`config.mk`:
```
export PLATFORM = sky130hd
export DESIGN_NAME = fp_accum_seq
export DESIGN_NICKNAME = d
export VERILOG_FILES = /design/src/rtl/fp_pkg.sv /design/src/rtl/fp_accum_seq.sv
export SDC_FILE = /design/constraint.sdc
export NUM_CORES = 1
export LEC_CHECK = 0
export BUFFER_PORTS_ARGS = -buffer_cell sky130_fd_sc_hd__buf_2
export CAP_MARGIN = 20
export CORE_MARGIN = 1.5
export CORE_UTILIZATION = 40
export CTS_BUF_LIST = sky130_fd_sc_hd__clkbuf_2 sky130_fd_sc_hd__clkbuf_4 sky130_fd_sc_hd__clkbuf_8
export DETAILED_ROUTE_END_ITERATION = 10
export PLACE_DENSITY = 0.76
export SYNTH_ARGS = -nofsm -noshare
export SYNTH_HDL_FRONTEND = slang
export SYNTH_SLANG_ARGS = --single-unit
```
`constraint.sdc`:
```
create_clock -name clk -period 1.7 [get_ports clk]
set_input_delay 0.51 -clock clk [delete_from_list [all_inputs] [get_ports clk]]
set_output_delay 0.51 -clock clk [all_outputs]
set_load 0.02 [all_outputs]
```
`src/rtl/fp_pkg.sv`:
```
// Shared FP32 field constants and accumulator state encoding.
// Used by fp_accum_seq and fp_adder.
package fp_pkg;
  localparam int SIGN_BIT = 31;
  localparam int EXP_MSB  = 30;
  localparam int EXP_LSB  = 23;
  localparam int MAN_MSB  = 22;

  localparam logic [7:0]  EXP_SPECIAL = 8'hFF;
  localparam logic [31:0] QNAN        = 32'h7FC00000;

  typedef enum logic [1:0] {
    IDLE,
    ACCUM,
    DONE
  } state_t;
endpackage

```
`src/rtl/fp_accum_seq.sv`:
```
// Sequential FP32 accumulator driving an external fp_adder.
// Define FP_ACCUM_SPECIAL_EN to flag exponent-FF elements and freeze acc at QNAN.
module fp_accum_seq
  import fp_pkg::*;
#(
  parameter int XLEN  = 32,
  parameter int CNT_W = 8
) (
  input  logic             clk,
  input  logic             rst_n,
  input  logic             start,
  input  logic [CNT_W-1:0] len,
  input  logic             in_valid,
  output logic             in_ready,
  input  logic [XLEN-1:0]  in_data,
  output logic [XLEN-1:0]  add_a,
  output logic [XLEN-1:0]  add_b,
  input  logic [XLEN-1:0]  add_result,
  output logic             out_valid,
  input  logic             out_ready,
  output logic [XLEN-1:0]  out_data,
  output logic             busy,
  output logic             exc
);
  state_t           state_q, state_d;
  logic [XLEN-1:0]  acc_q, acc_d;
  logic [CNT_W-1:0] cnt_q, cnt_d;
  logic [CNT_W-1:0] len_q, len_d;
  logic [CNT_W-1:0] cnt_inc;
  logic             exc_q, exc_d;
  logic             hs;

  assign in_ready  = (state_q == ACCUM);
  assign out_valid = (state_q == DONE);
  assign busy      = (state_q != IDLE);
  assign out_data  = acc_q;
  assign exc       = exc_q;
  assign add_a     = acc_q;
  assign add_b     = in_data;
  assign hs        = in_valid & in_ready;
  assign cnt_inc   = cnt_q + CNT_W'(1);

  always_comb begin
    state_d = state_q;
    acc_d   = acc_q;
    cnt_d   = cnt_q;
    len_d   = len_q;
    exc_d   = exc_q;
    unique case (state_q)
      IDLE: begin
        if (start) begin
          len_d   = len;
          cnt_d   = '0;
          acc_d   = '0;
          exc_d   = 1'b0;
          state_d = (len == '0) ? DONE : ACCUM;
        end
      end
      ACCUM: begin
        if (hs) begin
          cnt_d = cnt_inc;
          // adder cannot take zero operands: skip or bypass
          if (in_data[XLEN-2:0] == '0)
            acc_d = acc_q;
          else if (acc_q[XLEN-2:0] == '0)
            acc_d = in_data;
          else
            acc_d = add_result;
`ifdef FP_ACCUM_SPECIAL_EN
          if (exc_q || in_data[EXP_MSB:EXP_LSB] == EXP_SPECIAL) begin
            acc_d = QNAN;
            exc_d = 1'b1;
          end
`endif
          if (cnt_inc == len_q)
            state_d = DONE;
        end
      end
      DONE: begin
        if (out_ready)
          state_d = IDLE;
      end
      default: state_d = IDLE;
    endcase
  end

  always_ff @(posedge clk or negedge rst_n) begin
    if (!rst_n) begin
      state_q <= IDLE;
      acc_q   <= '0;
      cnt_q   <= '0;
      len_q   <= '0;
      exc_q   <= 1'b0;
    end else begin
      state_q <= state_d;
      acc_q   <= acc_d;
      cnt_q   <= cnt_d;
      len_q   <= len_d;
      exc_q   <= exc_d;
    end
  end
endmodule

```
### Word level (Yosys, flattened, before mapping)

Cells that the tools add are included.

* register bits: 50
* input port bits: 77
* output and inout bits: 100
* word-level logic and storage cells: 38

* add/subtract/negate cells: 1
* eq/ne operators: 8
* mux-type cells: 14
* bitwise gates (word level): 1
* reduce and logical (&&, ||, !) cells: 10

Operators by type and width (number)
* $mux 32: 4
* $pmux 32 s2: 1
* $logic_not 31->1: 2
* $mux 8: 2
* $pmux 8 s2: 1
* $mux 2: 5
* $add 8x1->8 const B: 1
* $eq 8x8->1: 1
* $logic_not 8->1: 1
* $reduce_and 4->1: 2
* $ne 2x1->1 const B: 3
* $pmux 2 s3: 1
* $ne 2x2->1 const B: 2
* $reduce_bool 2->1: 2
* $reduce_and 3->1: 1
* $eq 2x1->1 const B: 1
* $eq 2x2->1 const B: 1
* $logic_not 2->1: 1
* $reduce_and 2->1: 1
* $and 1x1->1: 1

### Logic depth before layout (Yosys ltp)

Gate-level depths: netlist of run 1.

* depth in word-level cells: 5
* mapped depth: 6
* mapped depth without buffers: 6

### Worst setup path after synthesis of run 1

Ideal clock, no wire load.

* path kind: register -> register
* start: reg cnt_q[0]
* end: reg state_q[0]
* library setup time: 0.143 ns
* data arrival time: 1.623 ns
* data required time: 1.557 ns
* path slack: -0.066 ns
* stages on the path, launching flop included: 7
* path buffers: 0
* period minus slack after synthesis: 1.766 ns
* cells stage by stage: dfrtp_1 > ha_1 > and3_2 > nand3_4 > a2111oi_2 > o2111a_1 > a41oi_1

* longest elaborated chain between the ends: 4

Ends and longest elaborated chain
* from (decl): line fp_accum_seq.sv:27 `logic [CNT_W-1:0] cnt_q, cnt_d;`
* from (signal assigned): line fp_accum_seq.sv:97 `cnt_q <= cnt_d;`
* $add 8x1->8: line fp_accum_seq.sv:41 `assign cnt_inc = cnt_q + CNT_W'(1);`
* $eq 8x8->1: line fp_accum_seq.sv:75 `if (cnt_inc == len_q)`
* $ne 2x1->1 (no source line)
* $reduce_and 4->1 (no source line)
* to (signal assigned): line fp_accum_seq.sv:95 `state_q <= state_d;`
* to (decl): line fp_accum_seq.sv:25 `state_t state_q, state_d;`

No other way between the ends.
A chain may end at the register's enable or synchronous reset.

### Worst setup path in the final report of run 1

* start: reg acc_q[18] (netlist: add_a[18])
* end: reg acc_q[29] (netlist: add_a[29])

* longest elaborated chain between the ends: 5

Ends and longest elaborated chain
* from (decl): line fp_accum_seq.sv:26 `logic [XLEN-1:0] acc_q, acc_d;`
* from (signal assigned): line fp_accum_seq.sv:90 `acc_q <= '0;`
* from (signal assigned): line fp_accum_seq.sv:96 `acc_q <= acc_d;`
* $logic_not 31->1: line fp_accum_seq.sv:65 `else if (acc_q[XLEN-2:0] == '0)`
* $mux 32: line fp_accum_seq.sv:65
* $mux 32: line fp_accum_seq.sv:63 `if (in_data[XLEN-2:0] == '0)`
* $mux 32: line fp_accum_seq.sv:60 `if (hs) begin`
* $pmux 32 s2: line fp_accum_seq.sv:49 `unique case (state_q)`

No other way between the ends. The select of a mux whose other input is x is not followed.

==> results of run 1 <==
==> synthesized netlist by cell type, types with 2 or more instances <==
| cell | n | share of area [%] |
|---|---|---|
| sky130_fd_sc_hd__a21oi_1 | 3 | 0.46 |
| sky130_fd_sc_hd__a22o_1 | 2 | 0.54 |
| sky130_fd_sc_hd__and2_1 | 2 | 0.38 |
| sky130_fd_sc_hd__buf_4 | 70 | 16 |
| sky130_fd_sc_hd__buf_6 | 4 | 1.4 |
| sky130_fd_sc_hd__clkbuf_1 | 2 | 0.23 |
| sky130_fd_sc_hd__dfrtp_1 | 50 | 38 |
| sky130_fd_sc_hd__inv_1 | 2 | 0.23 |
| sky130_fd_sc_hd__mux2_2 | 8 | 2.8 |
| sky130_fd_sc_hd__mux2i_1 | 35 | 11 |
| sky130_fd_sc_hd__nand2_1 | 13 | 1.5 |
| sky130_fd_sc_hd__nand2b_1 | 2 | 0.38 |
| sky130_fd_sc_hd__nand3_1 | 3 | 0.46 |
| sky130_fd_sc_hd__nand4_1 | 4 | 0.77 |
| sky130_fd_sc_hd__nor2_1 | 7 | 0.81 |
| sky130_fd_sc_hd__nor2_4 | 2 | 0.69 |
| sky130_fd_sc_hd__nor2b_1 | 2 | 0.38 |
| sky130_fd_sc_hd__nor3_1 | 4 | 0.62 |
| sky130_fd_sc_hd__nor4_1 | 16 | 3.1 |
| sky130_fd_sc_hd__o21ai_0 | 9 | 1.4 |
| sky130_fd_sc_hd__o21ai_1 | 4 | 0.62 |
| sky130_fd_sc_hd__o2bb2ai_1 | 31 | 8.4 |
| sky130_fd_sc_hd__o31ai_1 | 3 | 0.69 |
| sky130_fd_sc_hd__or2_2 | 2 | 0.38 |
| sky130_fd_sc_hd__xnor2_1 | 3 | 0.81 |
| sky130_fd_sc_hd__xor2_1 | 4 | 1.1 |
==> stage by stage <==
stage                     instances  setup TNS (ns)  cell area [um^2]  utilization, %  hold slack (ns)
after global routing            601           -5.37              4730            60.6            0.194
after CTS                       599           -2.56              4600            58.9            0.190
after floorplan                 309        -0.00379              3310               -            0.214
after global placement          587          -14.80              4380            56.1            0.502
after detailed placement        587          -15.24              4380            56.1            0.515
final                           601           -2.67              4730            60.6            0.187
==> power by group <==
group / switching [W] / leakage, nW / total, W / internal [W]
combinational: 0.00168 / 1.57 / 0.00311 / 0.00143
clock: 0.000389 / 0.0438 / 0.000667 / 0.000277
sequential: 0.000359 / 0.616 / 0.00191 / 0.00156
==> state kept, by name, indices dropped and copies added, names as in the netlist <==
signal / count
add_a: 32
cnt_q: 8
len_q: 8
state_q: 2
==> cells by family (layout without fill, tap and decap cells) <==
group                    after synthesis  in the layout  synth area share [%]
AO/OA/AOI/OAI                         61             61                  15.1
XOR/XNOR                               7              7                  1.89
adder cells (fa/ha/maj)                1              1                 0.385
buffers and inverters                 80            270                  18.4
flip-flops                            50             50                  38.5
multiplexers                          43             43                  13.5
other                                  1              1                 0.115
AND/OR/NAND/NOR                       66             66                  12.1
==> layer usage <==
metal	GRT usage [%]	up-vias	wire (um)
li1	-	1449	-
met1	24.7	1438	3880
met2	41.5	109	5270
met3	2.93	10	445
met4	4.92	0	102
met5	0	-	0
==> worst register-to-register path, cell delays in order, from the launching register on <==
cell                        delay, ns
sky130_fd_sc_hd__dfrtp_1         0.43
sky130_fd_sc_hd__nor4_4          0.31
sky130_fd_sc_hd__nand4_1         0.22
sky130_fd_sc_hd__nor2_4          0.16
sky130_fd_sc_hd__buf_6           0.15
sky130_fd_sc_hd__buf_12          0.13
sky130_fd_sc_hd__mux2i_1         0.22
sky130_fd_sc_hd__o2bb2ai_1       0.09
==> path summary, 6_finish.rpt <==
check,to
max in group asynchronous,cnt_q[0]$_DFFE_PN0P_
setup reg to reg,add_a[29]$_DFFE_PN0P_
min in group clk,len_q[7]$_DFFE_PN0P_
hold reg to reg,cnt_q[7]$_DFFE_PN0P_
hold / removal,add_a[7]$_DFFE_PN0P_
setup / recovery,add_a[29]$_DFFE_PN0P_
==> cells in the final DEF (no fill, tap or decap), types with 7 or more instances in the layout <==
cell	n
sky130_fd_sc_hd__mux2_2	8
sky130_fd_sc_hd__dfrtp_1	49
sky130_fd_sc_hd__nor4_1	8
sky130_fd_sc_hd__buf_4	75
sky130_fd_sc_hd__nor2_1	7
sky130_fd_sc_hd__o21ai_0	8
sky130_fd_sc_hd__buf_2	174
sky130_fd_sc_hd__nand2_1	13
sky130_fd_sc_hd__buf_12	7
sky130_fd_sc_hd__mux2i_1	30
sky130_fd_sc_hd__o2bb2ai_1	29
==> what timing repair did <==
| item | 4_1_cts | 5_1_grt |
|---|---|---|
| pin swaps | 5 | 10 |
| buffers inserted | 3 | 1 |
| hold endpoints to repair | 0 | 0 |
| cloned | 2 | 1 |
| gates resized for setup | 13 | 18 |
| hold buffers | 0 | 0 |
| setup endpoints to repair | 35 | 36 |
==> layout make-up <==
| type | count | area (um^2) |
|---|---|---|
| clock inverters | 2 | 10.0 |
| multi-input cells | 179 | 1590 |
| well taps | 102 | 128 |
| fillers | 672 | 3080 |
| clock buffers | 5 | 68.8 |
| repair buffers | 261 | 1680 |
| inverters | 2 | 7.51 |
| flip-flops and latches | 50 | 1250 |
==> impl_metrics.xml, run 1 <==
<?xml version="1.0" encoding="UTF-8"?>
<metrics>
  <group name="timing">
    <metric name="fin_crit_sh" unit="%">106</metric>
    <metric name="final.setup_skew" unit="ns">0.00744</metric>
    <metric name="grt_setup_unrepaired" unit="">true</metric>
    <metric name="slew_viol_final" unit="">0</metric>
    <metric name="finalWorstPathRequiredPeriod" unit="ns">1.81</metric>
    <metric name="fmaxAchievable" unit="MHz">553</metric>
    <metric name="timing_hold_violations_final" unit="">0</metric>
    <metric name="post_route_worst_setup_slack" unit="ns">-0.108</metric>
    <metric name="report.final.setup_viol" unit="">33</metric>
  </group>
  <group name="worst_setup_path">
    <metric name="launching_point_of_the_worst_reg2reg_path" unit="">add_a[18]$_DFFE_PN0P_</metric>
    <metric name="ff_to_ff_path_depth" unit="">7</metric>
    <metric name="arrival" unit="ns">2.00</metric>
    <metric name="setup.worst_path.start" unit="">add_a[18]$_DFFE_PN0P_</metric>
    <metric name="startpoint_type" unit="">flop</metric>
    <metric name="timing.critical_path.buf_inv" unit="">2</metric>
    <metric name="crit_type" unit="">reg -&gt; reg</metric>
    <metric name="crit_fanout" unit="">5</metric>
    <metric name="worst_setup_path_end_kind" unit="">flop</metric>
    <metric name="cp_cell_sequence" unit="">nor4_4, nand4_1, nor2_4, buf_6, buf_12, mux2i_1, o2bb2ai_1</metric>
    <metric name="critical_path.max_stage_delay" unit="ns">0.43</metric>
    <metric name="critPathRequiredTime" unit="ns">1.89</metric>
    <metric name="path_delay_family" unit="">simple AND/OR/NAND/NOR gates</metric>
    <metric name="critical_path_cell_count" unit="">7</metric>
    <metric name="cp_slowest_cell" unit="">sky130_fd_sc_hd__dfrtp_1</metric>
    <metric name="ff2ff_setup_slack" unit="ns">-0.11</metric>
  </group>
  <group name="logic_synthesis">
    <metric name="synth.net_count" unit="">387</metric>
    <metric name="synth-async-reset-ratio" unit="%">100</metric>
    <metric name="yosysSeqAreaShare" unit="%">38.5</metric>
    <metric name="synthesis.area" unit="um^2">3250</metric>
    <metric name="netlist_instances" unit="">309</metric>
    <metric name="synth-main-ff-cell" unit="">sky130_fd_sc_hd__dfrtp_1</metric>
    <metric name="yosysWarnings" unit="">0</metric>
    <metric name="synth_seq_cells" unit="">50</metric>
    <metric name="post_synth.cell_area_avg" unit="um^2">10.5</metric>
    <metric name="synth_cell_type_count" unit="">48</metric>
    <metric name="number_of_flops_mapped_to_enable_cells_by_yosys" unit="">0</metric>
  </group>
  <group name="cells_and_area">
    <metric name="layout.nets" unit="">577</metric>
    <metric name="syn2layout_area_growth" unit="%">45.5</metric>
    <metric name="antennaDiodeCount" unit="">0</metric>
    <metric name="drive_gt1_share" unit="%">62.1</metric>
  </group>
  <group name="grt">
    <metric name="first_global_vias" unit="">2985</metric>
    <metric name="wire_length_of_the_first_global_routing_pass" unit="mm">14.6</metric>
    <metric name="antenna_violations_before_repair" unit="">0</metric>
    <metric name="grt_start_max_net_pins" unit="">51</metric>
    <metric name="grt_overflow" unit="">0</metric>
    <metric name="grt.total_usage" unit="%">21.5</metric>
  </group>
  <group name="floorplanning">
    <metric name="core.rowCount" unit="">32</metric>
    <metric name="initial_utilization" unit="%">41.6</metric>
    <metric name="chipWidth" unit="um">93.1</metric>
    <metric name="top_ports" unit="">177</metric>
    <metric name="die-area" unit="um^2">8680</metric>
    <metric name="design.core.area" unit="um^2">7810</metric>
    <metric name="chipHeight" unit="um">93.1</metric>
  </group>
  <group name="outcome">
    <metric name="violations" unit="">setup timing</metric>
    <metric name="outcome" unit="">finished with violations</metric>
  </group>
  <group name="cts">
    <metric name="ctsRootBufferMaster" unit="">sky130_fd_sc_hd__clkbuf_8</metric>
    <metric name="cts_sinks" unit="">50</metric>
    <metric name="htree_num_levels" unit="">2</metric>
    <metric name="cts_buffer_depth" unit="">2</metric>
    <metric name="cts_tree" unit="">done</metric>
    <metric name="tritoncts.num_buffers" unit="">5</metric>
    <metric name="clk-insertion-delay-late" unit="ns">0.30</metric>
    <metric name="cts.clk_slew.worst_paths" unit="ns">0.09</metric>
  </group>
  <group name="power_and_ir_drop">
    <metric name="worst_ir_drop_vdd" unit="V">0.000675</metric>
    <metric name="power_density_relative_to_cell_area" unit="nW/um^2">1200</metric>
    <metric name="p_leak" unit="nW">2.23</metric>
    <metric name="power.total" unit="W">0.00569</metric>
  </group>
  <group name="place">
    <metric name="portBuffers" unit="">175</metric>
    <metric name="dpl.hpwl" unit="mm">7.25</metric>
    <metric name="pre_cts_slack" unit="ns">-0.510</metric>
    <metric name="weighted_congestion_reported_at_the_end_of_routability_driven_placement" unit="">0.792</metric>
  </group>
  <group name="route">
    <metric name="total_via_count_after_detailed_routing" unit="">3006</metric>
    <metric name="drtIter0Drc" unit="">93</metric>
    <metric name="drt-vias-per-instance" unit="">5.00</metric>
    <metric name="first_pass_iteration_count_of_the_detailed_router" unit="">4</metric>
    <metric name="wl" unit="mm">9.69</metric>
    <metric name="dr_drc_count" unit="">0</metric>
    <metric name="avgRoutedWirePerCell" unit="um">16.1</metric>
    <metric name="antenna_left" unit="">0</metric>
  </group>
  <group name="job">
    <metric name="drv_cap" unit="">0</metric>
  </group>
  <group name="worst_hold_path">
    <metric name="min-delay-path-class" unit="">in -&gt; async</metric>
  </group>
</metrics>
(Power assumes the default switching activity.)
==> run 2: changes to the inputs <==
--- a/config.mk
+++ b/config.mk
@@ -5,13 +5,14 @@
 export SDC_FILE = /design/constraint.sdc
 export NUM_CORES = 1
 export LEC_CHECK = 0
+export ABC_AREA = 1
 export BUFFER_PORTS_ARGS = -buffer_cell sky130_fd_sc_hd__buf_2
 export CAP_MARGIN = 20
 export CORE_MARGIN = 1.5
 export CORE_UTILIZATION = 40
 export CTS_BUF_LIST = sky130_fd_sc_hd__clkbuf_2 sky130_fd_sc_hd__clkbuf_4 sky130_fd_sc_hd__clkbuf_8
 export DETAILED_ROUTE_END_ITERATION = 10
-export PLACE_DENSITY = 0.76
+export PLACE_DENSITY = 0.72
 export SYNTH_ARGS = -nofsm -noshare
 export SYNTH_HDL_FRONTEND = slang
 export SYNTH_SLANG_ARGS = --single-unit
==> constraint.sdc (replaced) <==
create_clock -name clk -period 2.3 [get_ports clk]
set_input_delay 0.69 -clock clk [delete_from_list [all_inputs] [get_ports clk]]
set_output_delay 0.69 -clock clk [all_outputs]
set_load 0.02 [all_outputs]
==> impl_metrics.xml, run 2 <==
<?xml version="1.0" encoding="UTF-8"?>
<metrics>
  <group name="cts">
    <metric name="cts.clk_slew.worst_paths" unit="ns">0.09</metric>
    <metric name="clk-insertion-delay-late" unit="ns">0.30</metric>
    <metric name="postCtsHoldBufs" unit="">0</metric>
    <metric name="cts-resized-gates" unit="">0</metric>
    <metric name="ctsRootBufferMaster" unit="">sky130_fd_sc_hd__clkbuf_8</metric>
    <metric name="cts_sinks" unit="">50</metric>
    <metric name="cts_buffer_depth" unit="">2</metric>
    <metric name="htree_num_levels" unit="">2</metric>
    <metric name="tritoncts.num_buffers" unit="">5</metric>
    <metric name="cts_tree" unit="">done</metric>
    <metric name="postCtsSetupBuffers" unit="">0</metric>
  </group>
  <group name="worst_setup_path">
    <metric name="startpoint_type" unit="">flop</metric>
    <metric name="critical_path.max_stage_delay" unit="ns">0.43</metric>
    <metric name="arrival" unit="ns">2.20</metric>
    <metric name="critPathRequiredTime" unit="ns">2.54</metric>
    <metric name="crit_path_frequent_cell" unit="">sky130_fd_sc_hd__nand2_1</metric>
    <metric name="timing.critical_path.buf_inv" unit="">1</metric>
    <metric name="crit_fanout" unit="">14</metric>
    <metric name="path_delay_family" unit="">simple AND/OR/NAND/NOR gates</metric>
    <metric name="cp_slowest_cell" unit="">sky130_fd_sc_hd__dfrtp_1</metric>
    <metric name="worst_setup_path_end_kind" unit="">flop</metric>
    <metric name="cp_cell_sequence" unit="">nor4_1, nand4_1, nor2_2, buf_4, nand2_1, nand2_1, nand2_1, nand2_1</metric>
    <metric name="crit_type" unit="">reg -&gt; reg</metric>
  </group>
  <group name="timing">
    <metric name="final.setup_skew" unit="ns">0.00726</metric>
    <metric name="finalWorstPathRequiredPeriod" unit="ns">1.96</metric>
    <metric name="timing.slew.headroom" unit="%">58.2</metric>
    <metric name="grt_setup_unrepaired" unit="">false</metric>
    <metric name="slew_viol_final" unit="">0</metric>
    <metric name="timing_hold_violations_final" unit="">0</metric>
    <metric name="fin_crit_sh" unit="%">85.0</metric>
    <metric name="fmaxAchievable" unit="MHz">511</metric>
    <metric name="fin_tns_setup" unit="ns">0</metric>
    <metric name="report.final.setup_viol" unit="">0</metric>
    <metric name="tightest_slew" unit="ns">0.627</metric>
  </group>
  <group name="grt">
    <metric name="wire_length_of_the_first_global_routing_pass" unit="mm">14.5</metric>
    <metric name="grt.total_usage" unit="%">20.5</metric>
    <metric name="first_global_vias" unit="">3071</metric>
    <metric name="grt_start_max_net_pins" unit="">33</metric>
    <metric name="antenna_violations_before_repair" unit="">0</metric>
    <metric name="grt_overflow" unit="">0</metric>
  </group>
  <group name="cells_and_area">
    <metric name="antennaDiodeCount" unit="">0</metric>
    <metric name="utilization" unit="%">48.4</metric>
    <metric name="layout_commonest_cell" unit="">sky130_fd_sc_hd__nand2_1</metric>
    <metric name="syn2layout_area_growth" unit="%">16.9</metric>
    <metric name="final_cell_mix" unit="">204 x sky130_fd_sc_hd__nand2_1, 175 x sky130_fd_sc_hd__buf_2, 50 x sky130_fd_sc_hd__dfrtp_1</metric>
    <metric name="layout.nets" unit="">675</metric>
    <metric name="drive_gt1_share" unit="%">33.9</metric>
    <metric name="largest_register_ff_count" unit="">32</metric>
  </group>
  <group name="floorplanning">
    <metric name="die-area" unit="um^2">9110</metric>
    <metric name="design.core.area" unit="um^2">8260</metric>
    <metric name="initial_utilization" unit="%">41.4</metric>
    <metric name="core.rowCount" unit="">33</metric>
    <metric name="chipHeight" unit="um">95.4</metric>
    <metric name="top_ports" unit="">177</metric>
    <metric name="chipWidth" unit="um">95.4</metric>
  </group>
  <group name="power_and_ir_drop">
    <metric name="worst_ir_drop_vdd" unit="V">0.000562</metric>
    <metric name="pwr-share-comb" unit="%">52.6</metric>
    <metric name="power.share.sequential" unit="%">34.7</metric>
    <metric name="netsw" unit="W">0.00208</metric>
    <metric name="cellInternalPower" unit="W">0.00211</metric>
    <metric name="power_density_relative_to_cell_area" unit="nW/um^2">1050</metric>
    <metric name="power.share.switching" unit="%">49.5</metric>
    <metric name="p_leak" unit="nW">2.27</metric>
    <metric name="share_clk_of_total_power" unit="%">12.8</metric>
  </group>
  <group name="logic_synthesis">
    <metric name="post_synth.cell_area_avg" unit="um^2">6.98</metric>
    <metric name="synth_cell_type_count" unit="">29</metric>
    <metric name="yosysWarnings" unit="">0</metric>
    <metric name="yosysSeqAreaShare" unit="%">36.6</metric>
    <metric name="synth-main-ff-cell" unit="">sky130_fd_sc_hd__dfrtp_1</metric>
    <metric name="synthDominantCellAreaShare" unit="%">36.6</metric>
    <metric name="synthesis.area" unit="um^2">3420</metric>
    <metric name="synth-async-reset-ratio" unit="%">100</metric>
    <metric name="synth_seq_cells" unit="">50</metric>
    <metric name="most_instantiated_library_cell_after_synthesis" unit="">sky130_fd_sc_hd__nand2_1</metric>
    <metric name="netlist_top_cells_count" unit="">204 x sky130_fd_sc_hd__nand2_1, 70 x sky130_fd_sc_hd__buf_4, 50 x sky130_fd_sc_hd__dfrtp_1, 42 x sky130_fd_sc_hd__o21ai_0, 23 x sky130_fd_sc_hd__nor2_1</metric>
    <metric name="netlist_instances" unit="">490</metric>
    <metric name="post_synth_main_area_contributors" unit="">sky130_fd_sc_hd__dfrtp_1 37%, sky130_fd_sc_hd__nand2_1 22%, sky130_fd_sc_hd__buf_4 15%</metric>
    <metric name="synth.net_count" unit="">568</metric>
    <metric name="synth_top_area_cell" unit="">sky130_fd_sc_hd__dfrtp_1</metric>
    <metric name="number_of_flops_mapped_to_enable_cells_by_yosys" unit="">0</metric>
  </group>
  <group name="place">
    <metric name="weighted_congestion_reported_at_the_end_of_routability_driven_placement" unit="">0.842</metric>
    <metric name="portBuffers" unit="">175</metric>
    <metric name="dpl.hpwl" unit="mm">7.41</metric>
  </group>
  <group name="route">
    <metric name="avgRoutedWirePerCell" unit="um">13.4</metric>
    <metric name="antenna_left" unit="">0</metric>
    <metric name="total_via_count_after_detailed_routing" unit="">3420</metric>
    <metric name="first_pass_iteration_count_of_the_detailed_router" unit="">5</metric>
    <metric name="drtIter0Drc" unit="">101</metric>
    <metric name="wl" unit="mm">9.41</metric>
    <metric name="drt-vias-per-instance" unit="">4.86</metric>
    <metric name="dr_drc_count" unit="">0</metric>
  </group>
  <group name="outcome">
    <metric name="outcome" unit="">finished, final reports clean</metric>
  </group>
  <group name="worst_hold_path">
    <metric name="min-delay-path-class" unit="">in -&gt; async</metric>
  </group>
  <group name="job">
    <metric name="drv_cap" unit="">0</metric>
  </group>
</metrics>
[run 2: cell count changes in the layout (fill, tap and decap cells not counted), sizes merged, moves of 5 or more]
cell     before  now
mux2i        35    0
mux2          8    0
o21ai        14   42
nor2         10   29
o2bb2ai      32    0
nand2        14  205
inv           2   25
buf         260  181
nand3         4   22
nor4         16   11
[run 2: power groups by stage]
stage / Clock [W] / Combinational [W] / Sequential (W)
floorplan: 0 / 0.00159 / 0.00160
global placement: 0 / 0.00219 / 0.00145
detailed placement: 0 / 0.00224 / 0.00147
CTS: 0.000553 / 0.00224 / 0.00145
global route: 0.000589 / 0.00245 / 0.00149
finish: 0.000534 / 0.00220 / 0.00145
[run 2: kinds of logic (layout without fill, tap and decap cells)]
family	count (synthesis)	after routing	synth area share, %
other	1	1	0.110
AND/OR/NAND/NOR	279	279	34.3
adder cells (fa/ha/maj)	1	1	0.366
XOR/XNOR	1	1	0.256
buffers and inverters	106	214	20.1
AO/OA/AOI/OAI	52	52	8.31
flip-flops	50	50	36.6
[run 2: path summary, 6_finish.rpt]
path	start	slack, ns	endpoint	cells after the start
max	add_a[1]$_DFFE_PN0P_	0.34	add_a[5]$_DFFE_PN0P_	8
max reg2reg	add_a[1]$_DFFE_PN0P_	0.34	add_a[5]$_DFFE_PN0P_	8
min reg2reg	len_q[6]$_DFFE_PN0P_	0.52	len_q[6]$_DFFE_PN0P_	2
max in group asynchronous	rst_n	1.34	add_a[31]$_DFFE_PN0P_	2
min	rst_n	0.40	cnt_q[6]$_DFFE_PN0P_	1
min in group clk	len_q[6]$_DFFE_PN0P_	0.52	len_q[6]$_DFFE_PN0P_	2
[run 2: cell type report]
class | instances | area (um^2)
well taps | 105 | 131
clock inverters | 2 | 12.5
inverters | 25 | 93.8
clock buffers | 6 | 82.6
multi-input cells | 334 | 1480
repair buffers | 181 | 946
flip-flops and latches | 50 | 1250
fillers | 861 | 4260
[run 2: worst register-to-register path: stages, from the launching register on]
cell	delay [ns]
sky130_fd_sc_hd__dfrtp_1	0.43
sky130_fd_sc_hd__nor4_1	0.42
sky130_fd_sc_hd__nand4_1	0.24
sky130_fd_sc_hd__nor2_2	0.27
sky130_fd_sc_hd__buf_4	0.25
sky130_fd_sc_hd__nand2_1	0.07
sky130_fd_sc_hd__nand2_1	0.08
sky130_fd_sc_hd__nand2_1	0.05
sky130_fd_sc_hd__nand2_1	0.08
[run 2: through the flow]
stage / setup slack (ns) / cell area [um^2] / total power [W] / instances / hold slack (ns)
detailed placement: 0.117 / 3900 / 0.00370 / 695 / 0.499
global route: 0.152 / 4000 / 0.00453 / 703 / 0.420
finish: 0.345 / 4000 / 0.00419 / 703 / 0.400
CTS: 0.266 / 4000 / 0.00424 / 703 / 0.410
global placement: 0.129 / 3900 / 0.00364 / 695 / 0.490
floorplan: 0.526 / 3420 / 0.00319 / 490 / 0.394
[run 2: routing by layer]
metal	vias to the layer above	part of all wire [%]	track usage [%]
met1	1579	43	24.8
met3	8	6.4	3.67
met5	-	0	0
met4	0	0.75	4.78
met2	127	50	37.6
li1	1706	-	-
